<file path="config.mk">
export PLATFORM = sky130hd
export DESIGN_NAME = uart_rx_flat
export DESIGN_NICKNAME = d
export VERILOG_FILES = /design/src/rtl/uart_rx_if.sv /design/src/rtl/uart_rx.sv /design/src/flat_wrapper.sv
export SDC_FILE = /design/constraint.sdc
export NUM_CORES = 1
export LEC_CHECK = 0
export BUFFER_PORTS_ARGS = -buffer_cell sky130_fd_sc_hd__clkbuf_2
export CAP_MARGIN = 20
export CORE_MARGIN = 2
export CORE_UTILIZATION = 40
export DETAILED_ROUTE_END_ITERATION = 6
export GPL_TIMING_DRIVEN = 0
export PLACE_DENSITY = 0.56
export SLEW_MARGIN = 40
export SYNTH_ARGS = -nofsm -noshare
export SYNTH_HDL_FRONTEND = slang
export SYNTH_SLANG_ARGS = --single-unit
</file>
<file path="constraint.sdc">
create_clock -name clk -period 2.1 [get_ports clk]
set_input_delay 0 -clock clk [delete_from_list [all_inputs] [get_ports clk]]
set_output_delay 0 -clock clk [all_outputs]
set_load 0.05 [all_outputs]
</file>
<file path="src/rtl/uart_rx_if.sv">
// CPU-side register interface of the UART receiver.
// The rx_parity_err flag exists only when UART_RX_PARITY_EN is defined.
`timescale 1ns/1ps
interface uart_rx_if;
  logic [7:0] rx_data;
  logic       rx_valid;
  logic       rx_ack;
  logic       rx_overrun;
  logic       rx_frame_err;
  logic       rx_busy;
`ifdef UART_RX_PARITY_EN
  logic       rx_parity_err;
`endif

  modport master (
    output rx_data, rx_valid, rx_overrun, rx_frame_err, rx_busy,
`ifdef UART_RX_PARITY_EN
    output rx_parity_err,
`endif
    input  rx_ack
  );

  modport slave (
    input  rx_data, rx_valid, rx_overrun, rx_frame_err, rx_busy,
`ifdef UART_RX_PARITY_EN
    input  rx_parity_err,
`endif
    output rx_ack
  );
endinterface

</file>
<file path="src/rtl/uart_rx.sv">
// 16x oversampled 8N1 UART receiver with a one-byte holding register and sticky error flags.
// Defining UART_RX_PARITY_EN adds an even-parity bit (8E1) and the rx_parity_err flag.
`timescale 1ns/1ps
module uart_rx #(
  parameter int CLK_FREQ   = 50000000,
  parameter int BAUD       = 9600,
  parameter int OVERSAMPLE = 16
) (
  input  logic      clk,
  input  logic      reset,
  input  logic      rxd,
  uart_rx_if.master bus
);
  localparam int DIV   = (CLK_FREQ + BAUD * 8) / (BAUD * OVERSAMPLE);
  localparam int DIV_W = (DIV > 1) ? $clog2(DIV) : 1;

  typedef enum logic [2:0] {
    ST_IDLE   = 3'd0,
    ST_START  = 3'd1,
    ST_DATA   = 3'd2,
    ST_PARITY = 3'd3,
    ST_STOP   = 3'd4,
    ST_BREAK  = 3'd5
  } state_t;

  function automatic logic maj3(input logic a, input logic b, input logic c);
    return (a & b) | (a & c) | (b & c);
  endfunction

`ifdef UART_RX_PARITY_EN
  function automatic logic parity_ok(input logic [7:0] d, input logic p);
    return ~(^{d, p});
  endfunction
`endif

  state_t           state_r;
  logic             rxd_meta_r;
  logic             rxd_s;
  logic             rxd_prev_r;
  logic [DIV_W-1:0] div_cnt_r;
  logic [3:0]       samp_cnt_r;
  logic [2:0]       bit_idx_r;
  logic [7:0]       shift_r;
  logic             smp7_r;
  logic             smp8_r;
  logic             done_r;
  logic             ferr_r;
  logic             busy_r;
  logic [7:0]       rx_data_r;
  logic             rx_valid_r;
  logic             rx_overrun_r;
  logic             rx_frame_err_r;
`ifdef UART_RX_PARITY_EN
  logic             par_bit_r;
  logic             perr_r;
  logic             rx_parity_err_r;
`endif

  logic tick_s;
  logic start_s;
  logic decide_s;
  logic bit_end_s;
  logic bit_val_s;

  assign tick_s    = (div_cnt_r == DIV_W'(DIV - 1));
  assign start_s   = (state_r == ST_IDLE) && rxd_prev_r && !rxd_s;
  assign decide_s  = tick_s && (samp_cnt_r == 4'd9);
  assign bit_end_s = tick_s && (samp_cnt_r == 4'd15);
  assign bit_val_s = maj3(smp7_r, smp8_r, rxd_s);

  // Two-flop synchronizer plus one delayed copy for falling-edge detection.
  always_ff @(posedge clk) begin
    if (!reset) begin
      rxd_meta_r <= 1'b1;
      rxd_s      <= 1'b1;
      rxd_prev_r <= 1'b1;
    end else begin
      rxd_meta_r <= rxd;
      rxd_s      <= rxd_meta_r;
      rxd_prev_r <= rxd_s;
    end
  end

  // Oversample tick divider, re-phased on every start edge.
  always_ff @(posedge clk) begin
    if (!reset) begin
      div_cnt_r <= '0;
    end else if (start_s || tick_s) begin
      div_cnt_r <= '0;
    end else begin
      div_cnt_r <= div_cnt_r + DIV_W'(1);
    end
  end

  // Frame state machine: bit sampling, shifting and one-cycle completion/error pulses.
  always_ff @(posedge clk) begin
    if (!reset) begin
      state_r    <= ST_IDLE;
      samp_cnt_r <= 4'd0;
      bit_idx_r  <= 3'd0;
      shift_r    <= 8'h00;
      smp7_r     <= 1'b1;
      smp8_r     <= 1'b1;
      done_r     <= 1'b0;
      ferr_r     <= 1'b0;
      busy_r     <= 1'b0;
`ifdef UART_RX_PARITY_EN
      par_bit_r  <= 1'b0;
      perr_r     <= 1'b0;
`endif
    end else begin
      done_r <= 1'b0;
      ferr_r <= 1'b0;
`ifdef UART_RX_PARITY_EN
      perr_r <= 1'b0;
`endif
      if (tick_s && (state_r != ST_IDLE) && (state_r != ST_BREAK)) begin
        samp_cnt_r <= samp_cnt_r + 4'd1;
        if (samp_cnt_r == 4'd7) smp7_r <= rxd_s;
        if (samp_cnt_r == 4'd8) smp8_r <= rxd_s;
      end
      case (state_r)
        ST_IDLE: begin
          if (start_s) begin
            state_r    <= ST_START;
            samp_cnt_r <= 4'd0;
            busy_r     <= 1'b1;
          end
        end
        ST_START: begin
          if (decide_s && bit_val_s) begin
            state_r <= ST_IDLE;
            busy_r  <= 1'b0;
          end else if (bit_end_s) begin
            state_r   <= ST_DATA;
            bit_idx_r <= 3'd0;
          end
        end
        ST_DATA: begin
          if (decide_s) shift_r[bit_idx_r] <= bit_val_s;
          if (bit_end_s) begin
            if (bit_idx_r == 3'd7) begin
`ifdef UART_RX_PARITY_EN
              state_r <= ST_PARITY;
`else
              state_r <= ST_STOP;
`endif
            end else begin
              bit_idx_r <= bit_idx_r + 3'd1;
            end
          end
        end
`ifdef UART_RX_PARITY_EN
        ST_PARITY: begin
          if (decide_s) par_bit_r <= bit_val_s;
          if (bit_end_s) state_r <= ST_STOP;
        end
`endif
        ST_STOP: begin
          if (decide_s) begin
            if (bit_val_s) begin
              state_r <= ST_IDLE;
              busy_r  <= 1'b0;
`ifdef UART_RX_PARITY_EN
              if (parity_ok(shift_r, par_bit_r)) done_r <= 1'b1;
              else perr_r <= 1'b1;
`else
              done_r  <= 1'b1;
`endif
            end else begin
              ferr_r  <= 1'b1;
              state_r <= ST_BREAK;
            end
          end
        end
        ST_BREAK: begin
          if (rxd_s) begin
            state_r <= ST_IDLE;
            busy_r  <= 1'b0;
          end
        end
        default: begin
          state_r <= ST_IDLE;
          busy_r  <= 1'b0;
        end
      endcase
    end
  end

  // Holding register and sticky flags; a same-cycle new event beats the ack clear.
  always_ff @(posedge clk) begin
    if (!reset) begin
      rx_data_r       <= 8'h00;
      rx_valid_r      <= 1'b0;
      rx_overrun_r    <= 1'b0;
      rx_frame_err_r  <= 1'b0;
`ifdef UART_RX_PARITY_EN
      rx_parity_err_r <= 1'b0;
`endif
    end else begin
      if (done_r && (!rx_valid_r || bus.rx_ack)) begin
        rx_data_r  <= shift_r;
        rx_valid_r <= 1'b1;
      end else if (bus.rx_ack) begin
        rx_valid_r <= 1'b0;
      end
      rx_overrun_r    <= (done_r && rx_valid_r && !bus.rx_ack) || (rx_overrun_r && !bus.rx_ack);
      rx_frame_err_r  <= ferr_r || (rx_frame_err_r && !bus.rx_ack);
`ifdef UART_RX_PARITY_EN
      rx_parity_err_r <= perr_r || (rx_parity_err_r && !bus.rx_ack);
`endif
    end
  end

  assign bus.rx_data      = rx_data_r;
  assign bus.rx_valid     = rx_valid_r;
  assign bus.rx_overrun   = rx_overrun_r;
  assign bus.rx_frame_err = rx_frame_err_r;
  assign bus.rx_busy      = busy_r;
`ifdef UART_RX_PARITY_EN
  assign bus.rx_parity_err = rx_parity_err_r;
`endif
endmodule

</file>
<file path="src/flat_wrapper.sv">
// flat-port wrapper written by rule: the top's interface ports become plain ports
module uart_rx_flat 
#(
  parameter int CLK_FREQ   = 50000000,
  parameter int BAUD       = 9600,
  parameter int OVERSAMPLE = 16
)
  (clk, reset, rxd, bus_rx_data, bus_rx_valid, bus_rx_overrun, bus_rx_frame_err, bus_rx_busy, bus_rx_ack);
  uart_rx_if bus_i ();
  input  logic clk;
  input  logic reset;
  input  logic rxd;
  output wire logic [$bits(bus_i.rx_data)-1:0] bus_rx_data;
  output wire logic [$bits(bus_i.rx_valid)-1:0] bus_rx_valid;
  output wire logic [$bits(bus_i.rx_overrun)-1:0] bus_rx_overrun;
  output wire logic [$bits(bus_i.rx_frame_err)-1:0] bus_rx_frame_err;
  output wire logic [$bits(bus_i.rx_busy)-1:0] bus_rx_busy;
  input wire logic [$bits(bus_i.rx_ack)-1:0] bus_rx_ack;
  assign bus_rx_data = bus_i.rx_data;
  assign bus_rx_valid = bus_i.rx_valid;
  assign bus_rx_overrun = bus_i.rx_overrun;
  assign bus_rx_frame_err = bus_i.rx_frame_err;
  assign bus_rx_busy = bus_i.rx_busy;
  assign bus_i.rx_ack = bus_rx_ack;
  uart_rx #(.CLK_FREQ(CLK_FREQ), .BAUD(BAUD), .OVERSAMPLE(OVERSAMPLE)) u_core (.clk(clk), .reset(reset), .rxd(rxd), .bus(bus_i));
endmodule
</file>
==> impl_results.md, run 1 <==
* Crit-path cells: ha_1 > nand4bb_4 > or2_1 > buf_6 > o211ai_2 > nand4b_1 > a221oi_2
* Drt drc at 0
* Main synth FF type: dfxtp_1
* Hold Path Class: in2reg
* Slowest-stage cell, CP: dfxtp_1
* Startpoint Class: flop
* Worst Path Max Fanout at 6
* Seq/Total Area, Yosys at 43.32%
* Clk root buf: clkbuf_8
* Arrival @ worst endpoint at between 2 and 2.5 ns
* Die Area at 0.005914 sq mm
* Slew headroom at between 60% and 70%
* Synth cell count leaders: dfxtp_1, nor2_1, nand2_1, mux2i_1, inv_1
* Non-filler cells, final at around 320
* Final Skew at 0.004861 ns
* Top Metal Used: met4
* Total power at between 1500 and 2000 uW
* Mean post-synth cell area at between 9 and 10 sq um
* Fin nets at approximately 260
* Tcrit/Tclk final at 89.53%
* Unique masters post-synth at 44
* Max-slew violations at 0
* Initial core utilization at a little over two fifths
* PortBufs at 15
* Gate Count Post-Synth at ~220
* RSZ-0062 raised after global routing: false
* IO Pins at 16
* Post-DRT Antenna Nets at 0
* Final hold violation count at 0
* Layout cell share with drive strength beyond 1 at approximately 17%
* Leakage power at 0.001004 uW
* Total of max-cap violations at 0
* Clock Pin Slew Worst Setup and Hold Paths at 0.08 ns
* Synthesized cell area at 0.002126 sq mm
* Largest net degree at the start of global routing at 15
* Tmin final at 1.880 ns
* Synth area leaders: dfxtp_1, mux2i_1, nor2_1, ha_1, nand2_1
* GRT Overall Usage at 13.69%
* Yosys reg bits at between 40 and 50
* Syn Nets at roughly 230
* Crit-path max cell delay at approximately 0.42 ns
* Worst skew pair latency at 0.29 ns
* Avg Vias per Cell at 4.842
* CTS Sinks at 46
* Drt pass-1 iters at 4
* CTS tree: done
* Total length of routed wires at between 3 and 4 mm
* Count leader, synth: dfxtp_1
* X dimension of the die at 76.90 um
* Status: completed
* First-iteration detailed-routing DRC count at 51
* Buf+Inv Stages, Crit Path at 1
* Row cnt at 26
* Core area at 0.005107 sq mm
* Yosys top cell area share at 43.32%
* Slew @ Worst Pin at roughly 0.57 ns
* Synth warnings at 0
* Met2 wire len at 1.569 mm
* WP data required at 2.31 ns
* Post-synth EDFFs at 0
* WL met1 at 1.985 mm
* Area delta synth->final at 12.65%
* First-pass GRT wire length at 6.658 mm
* DR WL/cell at 11.73 um
* Critical Path Sink Type: flop
* Fmax at 531.9 MHz
* Final setup vio count at 0
* Grt ovf at 0
* Asr flop ratio synth at 0%
* Via count at ~1500
* Cell family with most CP delay: simple AND/OR/NAND/NOR gates
* DIE HEIGHT at 76.90 um
* Vias in the first global route at 1513
* Placed Instances at 307
* Worst vdd ir at 292.8 uV
* Routed wl met3 at 113 um
* Max H-tree Level at 2
* Setup_tns at 0 ns
* Post-CTS Setup Bufs at 0
* Worst hold margin at 0.1319 ns
* Critical path class: reg2reg
* Post-synth top area cell: dfxtp_1
* Hpwl dp at 2.743 mm
* Clock buffer depth at 2
* # fillers at 514
* Antenna Diode Count at 0
* Gp weighted congestion at 0.8123
* Initial antenna violation count at 0
* Pwr dens at 664.8 mW/mm^2
* Number of clock buffers inserted by TritonCTS at 5
-- power by group --
part / switching, uW / internal (uW) / leakage (uW)
logic: 95.5 / 59.6 / 0.000587
clock network: 288 / 235 / 0.0000452
registers: 24.9 / 889 / 0.000372
total: 408 / 1180 / 0.00100
-- cells by family after synthesis --
kind of cell / share of synthesized area (%)
xor+xnor: 4.532
fa+ha+maj: 4.591
buf+inv: 4.237
mux: 8.475
simple gates: 27.13
flops: 43.32
compound gates: 7.710
-- area by class of cell --
cell class | instances | area (sq um) | share of cell area (%)
buffer | 7 | 48.80 | 2.038
clock buffer | 6 | 72.57 | 3.030
clock inverter | 2 | 13.76 | 0.5747
inverter | 11 | 41.29 | 1.724
multi-input combinational | 158 | 1115 | 46.55
sequential | 46 | 920.9 | 38.45
tap | 70 | 87.58 | 3.657
timing repair buffer | 17 | 95.09 | 3.971
-- worst paths after layout --
path	slack, ns	cells after the start	startpoint	endpoint
max	0.22	7	u_core.div_cnt_r[0]	u_core.state_r[1]
min	0.13	3	reset	u_core.bit_idx_r[1]
max reg2reg	0.22	7	u_core.div_cnt_r[0]	u_core.state_r[1]
min reg2reg	0.42	1	u_core.rxd_meta_r	u_core.rxd_s
-- metal layers --
metal	vias to the layer above	track usage, %
met4	0	4.364
met1	696	18.18
met5	-	0
met3	5	3.294
li1	811	-
met2	23	21.93
-- flip-flops by register name (all words and copies together), names as in the netlist --
name                     flops
u_core.bus.rx_busy           1
u_core.div_cnt_r             9
u_core.smp7_r                1
u_core.bit_idx_r             3
u_core.smp8_r                1
u_core.rxd_prev_r            1
u_core.samp_cnt_r            4
u_core.ferr_r                1
u_core.bus.rx_data           8
u_core.rxd_s                 1
u_core.rxd_meta_r            1
u_core.bus.rx_frame_err      1
u_core.shift_r               8
u_core.bus.rx_valid          1
u_core.state_r               3
u_core.done_r                1
u_core.bus.rx_overrun        1
-- worst min-delay path, cell delays in order --
cell	delay [ns]
clkbuf_2	0.12
inv_1	0.14
a21oi_1	0.14
-- placed cells by master, fill, tap and decap left out, drive strengths merged, types with 2 or more instances in the layout --
cell type    netlist  final
or3                3      3
nand2             23     23
dfxtp             46     46
mux2i             18     18
o21ai              3      3
a21oi              7      7
nand2b             5      5
clkinv             0      2
xor2               8      8
inv               11     11
nand3              9      9
nor2              31     31
clkbuf             3     24
nand4bb            2      2
nand4b             3      3
nand4              5      5
dlygate4sd3        0      2
and2               3      3
and3               4      4
nand3b             3      3
buf                4      4
nor3b              3      3
xnor2              3      3
ha                 7      7
o211ai             4      4
nor3               2      2
-- what timing repair did --
action | 4_1_cts | 5_1_grt
hold endpoints to repair | 2 | 0
resized for setup | 0 | 0
hold buffers | 2 | 0
-- through the flow --
| step | instance area (sq um) | utilization (%) | setup WS [ns] |
|---|---|---|---|
| 6_report | 2395 | 46.89 | 0.2199 |
| 5_1_grt | 2395 | 46.89 | 0.1135 |
| 4_1_cts | 2395 | 46.89 | 0.2121 |
| 3_5_place_dp | 2288 | 44.81 | 0.2284 |
| 3_3_place_gp | 2288 | 44.81 | 0.2274 |
| 2_1_floorplan | 2126 | - | 0.3918 |
Power figures use the tool's default switching activity.
==> run 2: changes to the inputs <==
--- a/config.mk
+++ b/config.mk
@@ -8,10 +8,10 @@
 export BUFFER_PORTS_ARGS = -buffer_cell sky130_fd_sc_hd__clkbuf_2
 export CAP_MARGIN = 20
 export CORE_MARGIN = 2
-export CORE_UTILIZATION = 40
+export CORE_UTILIZATION = 59
 export DETAILED_ROUTE_END_ITERATION = 6
 export GPL_TIMING_DRIVEN = 0
-export PLACE_DENSITY = 0.56
+export PLACE_DENSITY = 0.77
 export SLEW_MARGIN = 40
 export SYNTH_ARGS = -nofsm -noshare
 export SYNTH_HDL_FRONTEND = slang
==> run 2 against run 1 <==
Against the previous run:
- global-route usage rose by 5.8 points
- sequential power barely moved
- worst hold slack got worse by 0.077 ns
- cell count fell by 7.6%
- critical endpoint unchanged
- largest power group unchanged
==> impl_results.md, run 2 (synthesized netlist as in run 1, its figures left out) <==
* Row cnt at 21 (-19%)
* Worst skew pair latency at 0.34 ns (+0.05 ns)
* Leakage power at 0.001000 uW (-0.36%)
* Total power at 1532 uW (-3.8%)
* Total of max-cap violations at 0 (unchanged)
* Die Area at 0.004099 sq mm (-31%)
* Most frequent cells in the layout: dfxtp_1, nor2_1, nand2_1, mux2i_1, clkbuf_2
* Layout cell share with drive strength beyond 1 at 17.00% (+0.40 points)
* Largest reg by FF count: u_core.div_cnt_r
* Avg Vias per Cell at 5.328 (+10%)
* Number of clock buffers inserted by TritonCTS at 5 (unchanged)
* Fin area at 0.002352 sq mm (-1.8%)
* Critical Path Sink Type: flop
* Final hold violation count at 0 (unchanged)
* Max FFs per register at 9 (unchanged)
* Critical path class: reg2reg
* Clock Pin Slew Worst Setup and Hold Paths at 0.13 ns (+0.05 ns)
* Commonest non-fill, non-tap cell in the layout: dfxtp_1
* Area delta synth->final at 10.65%
* Core area at 0.003390 sq mm (-34%)
* Final Skew at 0.005169 ns (+0.0003076 ns)
* Max H-tree Level at 2 (unchanged)
* Status: completed
* Fmax at 523.0 MHz (-1.7%)
* Tmin final at 1.912 ns (+0.03192 ns)
* Fin nets at 257 (unchanged)
* Setup_tns at 0 ns (unchanged)
* Startpoint Class: flop
* PortBufs at 15 (unchanged)
* Total length of routed wires at 3.429 mm (-7.7%)
* Drt drc at 0 (unchanged)
* Hold Path Class: in2reg
* IO Pins at 16 (unchanged)
* CTS tree: done
* DR WL/cell at 11.70 um (-0.19%)
* Vias in the first global route at 1533 (+1.3%)
* Slew @ Worst Pin at 0.5278 ns (-0.04232 ns)
* DIE HEIGHT at 64.03 um (-17%)
* Max-slew violations at 0 (unchanged)
* X dimension of the die at 64.03 um (-17%)
* Antenna Diode Count at 0 (unchanged)
* Worst Path Max Fanout at 6 (unchanged)
* Post-DRT Antenna Nets at 0 (unchanged)
* Slew headroom at 64.81% (+2.8 points)
* Placement Cell Area at 0.002258 sq mm (-1.3%)
* WP data required at 2.37 ns (+0.06 ns)
* Initial core utilization at 62.72% (+21 points)
* Hpwl dp at 2.616 mm (-4.6%)
* Final setup vio count at 0 (unchanged)
* Worst vdd ir at 401.0 uV (+37%)
* RSZ-0062 raised after global routing: false
* Arrival @ worst endpoint at 2.18 ns (+0.09 ns)
* # fillers at 262 (-49%)
* Largest net degree at the start of global routing at 15 (unchanged)
* Pwr dens at 651.3 mW/mm^2 (-2.0%)
* CTS Sinks at 46 (unchanged)
* Clk root buf: clkbuf_4
* Gp weighted congestion at 0.9140 (+13%)
* Drt pass-1 iters at 4 (unchanged)
* GRT Overall Usage at 19.45% (+5.8 points)
* First-iteration detailed-routing DRC count at 52 (+2.0%)
* Initial antenna violation count at 0 (unchanged)
* Clock buffer depth at 2 (unchanged)
* Tcrit/Tclk final at 91.05% (+1.5 points)
* First-pass GRT wire length at 6.272 mm (-5.8%)
* Worst reg-to-reg setup slack at 0.19 ns (-0.03 ns)
* Grt ovf at 0 (unchanged)
* CTS resizes at 0 (unchanged)
* Via count at 1561 (+1.7%)
-- run 2: changes by cell type in the layout (fill, tap and decap cells not counted), sizes merged --
cell    delta
clkinv     -1
clkbuf     +1
-- run 2: power by group --
| part | leakage [uW] | switching (uW) | internal [uW] | total [uW] |
|---|---|---|---|---|
| combinational | 0.000587 | 90.0 | 59.9 | 150 |
| sequential | 0.000372 | 26.2 | 890 | 916 |
| clock | 0.0000415 | 267 | 198 | 466 |
-- run 2: routing by layer --
layer	wire (um)	up-vias	global-route usage (%)
li1	-	809	-
met1	1604	713	22.85
met2	1625	34	33.33
met3	148	5	4.401
met4	50	0	9.239
met5	0	-	0
-- run 2: worst paths after layout --
path	startpoint	to	cells after the start
hold reg to reg	u_core.rxd_meta_r	u_core.rxd_s	1
hold / removal	reset	u_core.bit_idx_r[2]	3
setup reg to reg	u_core.div_cnt_r[0]	u_core.state_r[1]	7
setup / recovery	u_core.div_cnt_r[0]	u_core.state_r[1]	7
-- run 2: worst max-delay path, cell delays in order, from the launching register on --
cell	delay [ns]
dfxtp_1	0.44
ha_1	0.24
nand4bb_4	0.16
or2_1	0.27
buf_6	0.13
o211ai_2	0.23
nand4b_1	0.14
a221oi_2	0.22
-- run 2: what timing repair did --
action                                 4_1_cts  5_1_grt
buffers inserted                             0        0
hold buffers                                 2        0
setup endpoints to repair                    0        0
endpoints found under the hold margin        4        0
-- run 2: through the flow --
step	cells	util, %	hold WS, ns	worst slack [ns]
global route	293	69.40	0.07020	0.04753
floorplan	222	-	0.07931	0.3918
global placement	283	66.63	0.1830	0.2620
finish	293	69.40	0.05512	0.1880
CTS	293	69.40	0.04072	0.1833
detailed placement	283	66.63	0.1881	0.2039
-- run 2: layout make-up --
type,count,area [sq um],area share (%)
buffer,7,48.80,2.074
tap,46,57.56,2.447
sequential,46,920.9,39.15
multi-input combinational,158,1115,47.39
clock buffer,7,65.06,2.766
inverter,11,41.29,1.755
clock inverter,1,8.758,0.3723
timing repair buffer,17,95.09,4.043
==> run 3: changes to the inputs <==
--- a/config.mk
+++ b/config.mk
@@ -8,10 +8,10 @@
 export BUFFER_PORTS_ARGS = -buffer_cell sky130_fd_sc_hd__clkbuf_2
 export CAP_MARGIN = 20
 export CORE_MARGIN = 2
-export CORE_UTILIZATION = 59
+export CORE_UTILIZATION = 35
 export DETAILED_ROUTE_END_ITERATION = 6
 export GPL_TIMING_DRIVEN = 0
-export PLACE_DENSITY = 0.77
+export PLACE_DENSITY = 0.5
 export SLEW_MARGIN = 40
 export SYNTH_ARGS = -nofsm -noshare
 export SYNTH_HDL_FRONTEND = slang
==> constraint.sdc (replaced) <==
create_clock -name clk -period 1.8 [get_ports clk]
set_input_delay 0 -clock clk [delete_from_list [all_inputs] [get_ports clk]]
set_output_delay 0 -clock clk [all_outputs]
set_load 0.05 [all_outputs]
==> run 3 against run 2 <==
Against the previous run:
- the flow now finishes with violations (setup timing)
- combinational power grew 55%
- critical path depth is 2 lower
- final area rose by 9.5%
- flip-flop and latch count stayed put
- sequential share of layout area is 2.6 points lower
- fmax increased by 4.9%
- die area up 64%
- critical endpoint is now u_core.shift_r[4]
- highest routed layer unchanged
==> impl_results.md, run 3 (synthesized netlist as in run 1, its figures left out) <==
* Status: finished, violations left
* Failing checks: setup timing
* Clk root buf: clkbuf_8
* CTS Sinks at 46 (unchanged)
* Setup_tns at -0.02243 ns (-0.02243 ns)
* PortBufs at 15 (unchanged)
* Total of max-cap violations at 0 (unchanged)
* Slew @ Worst Pin at 0.6154 ns (+0.08760 ns)
* First-iteration detailed-routing DRC count at 68 (+31%)
* Pwr dens at 737.5 mW/mm^2 (+13%)
* Fmax at 548.7 MHz (+4.9%)
* Post-DRT Antenna Nets at 0 (unchanged)
* Startpoint Class: flop
* Initial antenna violation count at 0 (unchanged)
* CTS tree: done
* Critical path class: reg2reg
* X dimension of the die at 81.94 um (+28%)
* Drt drc at 0 (unchanged)
* Largest net degree at the start of global routing at 14 (-1)
* Most frequent cells in the layout: dfxtp_1, nor2_1, nand2_1, mux2i_1
* RSZ-0062 raised after global routing: true
* Area delta synth->final at 21.19%
* Tcrit/Tclk final at 101.2% (+10 points)
* Number of clock buffers inserted by TritonCTS at 5 (unchanged)
* Final hold violation count at 0 (unchanged)
* Worst vdd ir at 337.5 uV (-16%)
* Largest reg by FF count: u_core.div_cnt_r
* Leakage power at 0.001066 uW (+6.5%)
* Vias in the first global route at 1491 (-2.7%)
* Final setup vio count at 1 (+1)
* Slew headroom at 58.97% (-5.8 points)
* IO Pins at 16 (unchanged)
* Hold Path Class: in2reg
* Hpwl dp at 2.871 mm (+9.8%)
* WP data required at 2.02 ns (-0.35 ns)
* DR WL/cell at 12.63 um (+8.0%)
* First-pass GRT wire length at 7.003 mm (+12%)
* # fillers at 611 (+130%)
* Worst skew pair latency at 0.29 ns (-0.05 ns)
* Max-slew violations at 0 (unchanged)
* Critical Path Sink Type: flop
* Tmin final at 1.822 ns (-0.08962 ns)
* Worst Path Max Fanout at 6 (unchanged)
* Core area at 0.005886 sq mm (+74%)
* Via count at 1614 (+3.4%)
* Fin nets at 270 (+5.1%)
* Clock buffer depth at 2 (unchanged)
* Area of the multi-input gates at 0.001177 sq mm (+5.6%)
* Core Util, Final at 43.77% (-26 points)
* Antenna Diode Count at 0 (unchanged)
* Clock Pin Slew Worst Setup and Hold Paths at 0.08 ns (-0.05 ns)
* Max FFs per register at 9 (unchanged)
* Grt ovf at 0 (unchanged)
* Gp weighted congestion at 0.7822 (-14%)
* Drt pass-1 iters at 4 (unchanged)
* Worst reg-to-reg setup slack at -0.02 ns (-0.21 ns)
* Register area at 942.2 sq um (+2.3%)
* Setup ws final at -0.02243 ns (-0.2104 ns)
* DIE HEIGHT at 81.94 um (+28%)
* Arrival @ worst endpoint at 2.04 ns (-0.14 ns)
* Avg Vias per Cell at 4.832 (-9.3%)
* Row cnt at 28 (+33%)
* Worst hold margin at 0.1231 ns (+0.06797 ns)
* Commonest non-fill, non-tap cell in the layout: dfxtp_1
* Initial core utilization at 36.12% (-27 points)
* Layout cell share with drive strength beyond 1 at 25.48% (+8.5 points)
* Final Skew at 0.005114 ns (-0.00005506 ns)
* Max H-tree Level at 2 (unchanged)
* GRT Overall Usage at 13.65% (-5.8 points)
* Die Area at 0.006713 sq mm (+64%)
* Total length of routed wires at 4.220 mm (+23%)
[run 3: worst paths after layout]
path                                   startpoint                end  depth (start not counted)
worst max-delay path            u_core.state_r[0]  u_core.shift_r[4]                          5
worst min register to register  u_core.rxd_meta_r       u_core.rxd_s                          1
worst min-delay path                        reset  u_core.state_r[1]                          3
worst max register to register  u_core.state_r[0]  u_core.shift_r[4]                          5
[run 3: per-layer routing]
layer | wire length [um] | up-vias | GRT usage (%)
met4 | 39 | 0 | 4.667
met3 | 119 | 4 | 3.297
met5 | 0 | - | 0
li1 | - | 836 | -
met2 | 1994 | 18 | 21.30
met1 | 2066 | 756 | 18.40
[run 3: worst max-delay path, stage by stage (launching register included)]
cell	delay [ns]
dfxtp_4	0.37
or3b_4	0.43
nor4_4	0.39
nand2b_4	0.13
nor3b_2	0.21
mux2i_1	0.22
[run 3: per-stage QoR]
stage	std cells	setup slack, ns	instance area (sq um)	total power, uW
CTS	322	-0.01108	2417	1893
floorplan	222	0.09179	2126	1223
detailed placement	312	-0.04792	2295	1266
global placement	312	-0.07125	2295	1268
global route	334	-0.08942	2576	1996
finish	334	-0.02243	2576	1900
[run 3: area by class of cell]
type                       instances  area share [%]
buffer                             6           1.457
clock buffer                       6           2.817
clock inverter                     1          0.2914
inverter                          11           1.603
multi-input combinational        158           45.70
sequential                        46           36.57
tap                               75           3.643
timing repair buffer              31           7.916
[run 3: timing repair]
action / 4_1_cts / 5_1_grt
hold buffers: 2 / 0
endpoints found under the setup margin: 12 / 22
pin swaps: 0 / 7
hold endpoints to repair: 2 / 0
resized for setup: 4 / 21
setup buffers: 1 / 13
[run 3: report_power, final]
group | switching [uW] | internal (uW) | total (uW)
sequential | 25.3 | 1040 | 1070
combinational | 133 | 98.9 | 232
clock | 335 | 267 | 602
total | 494 | 1410 | 1900
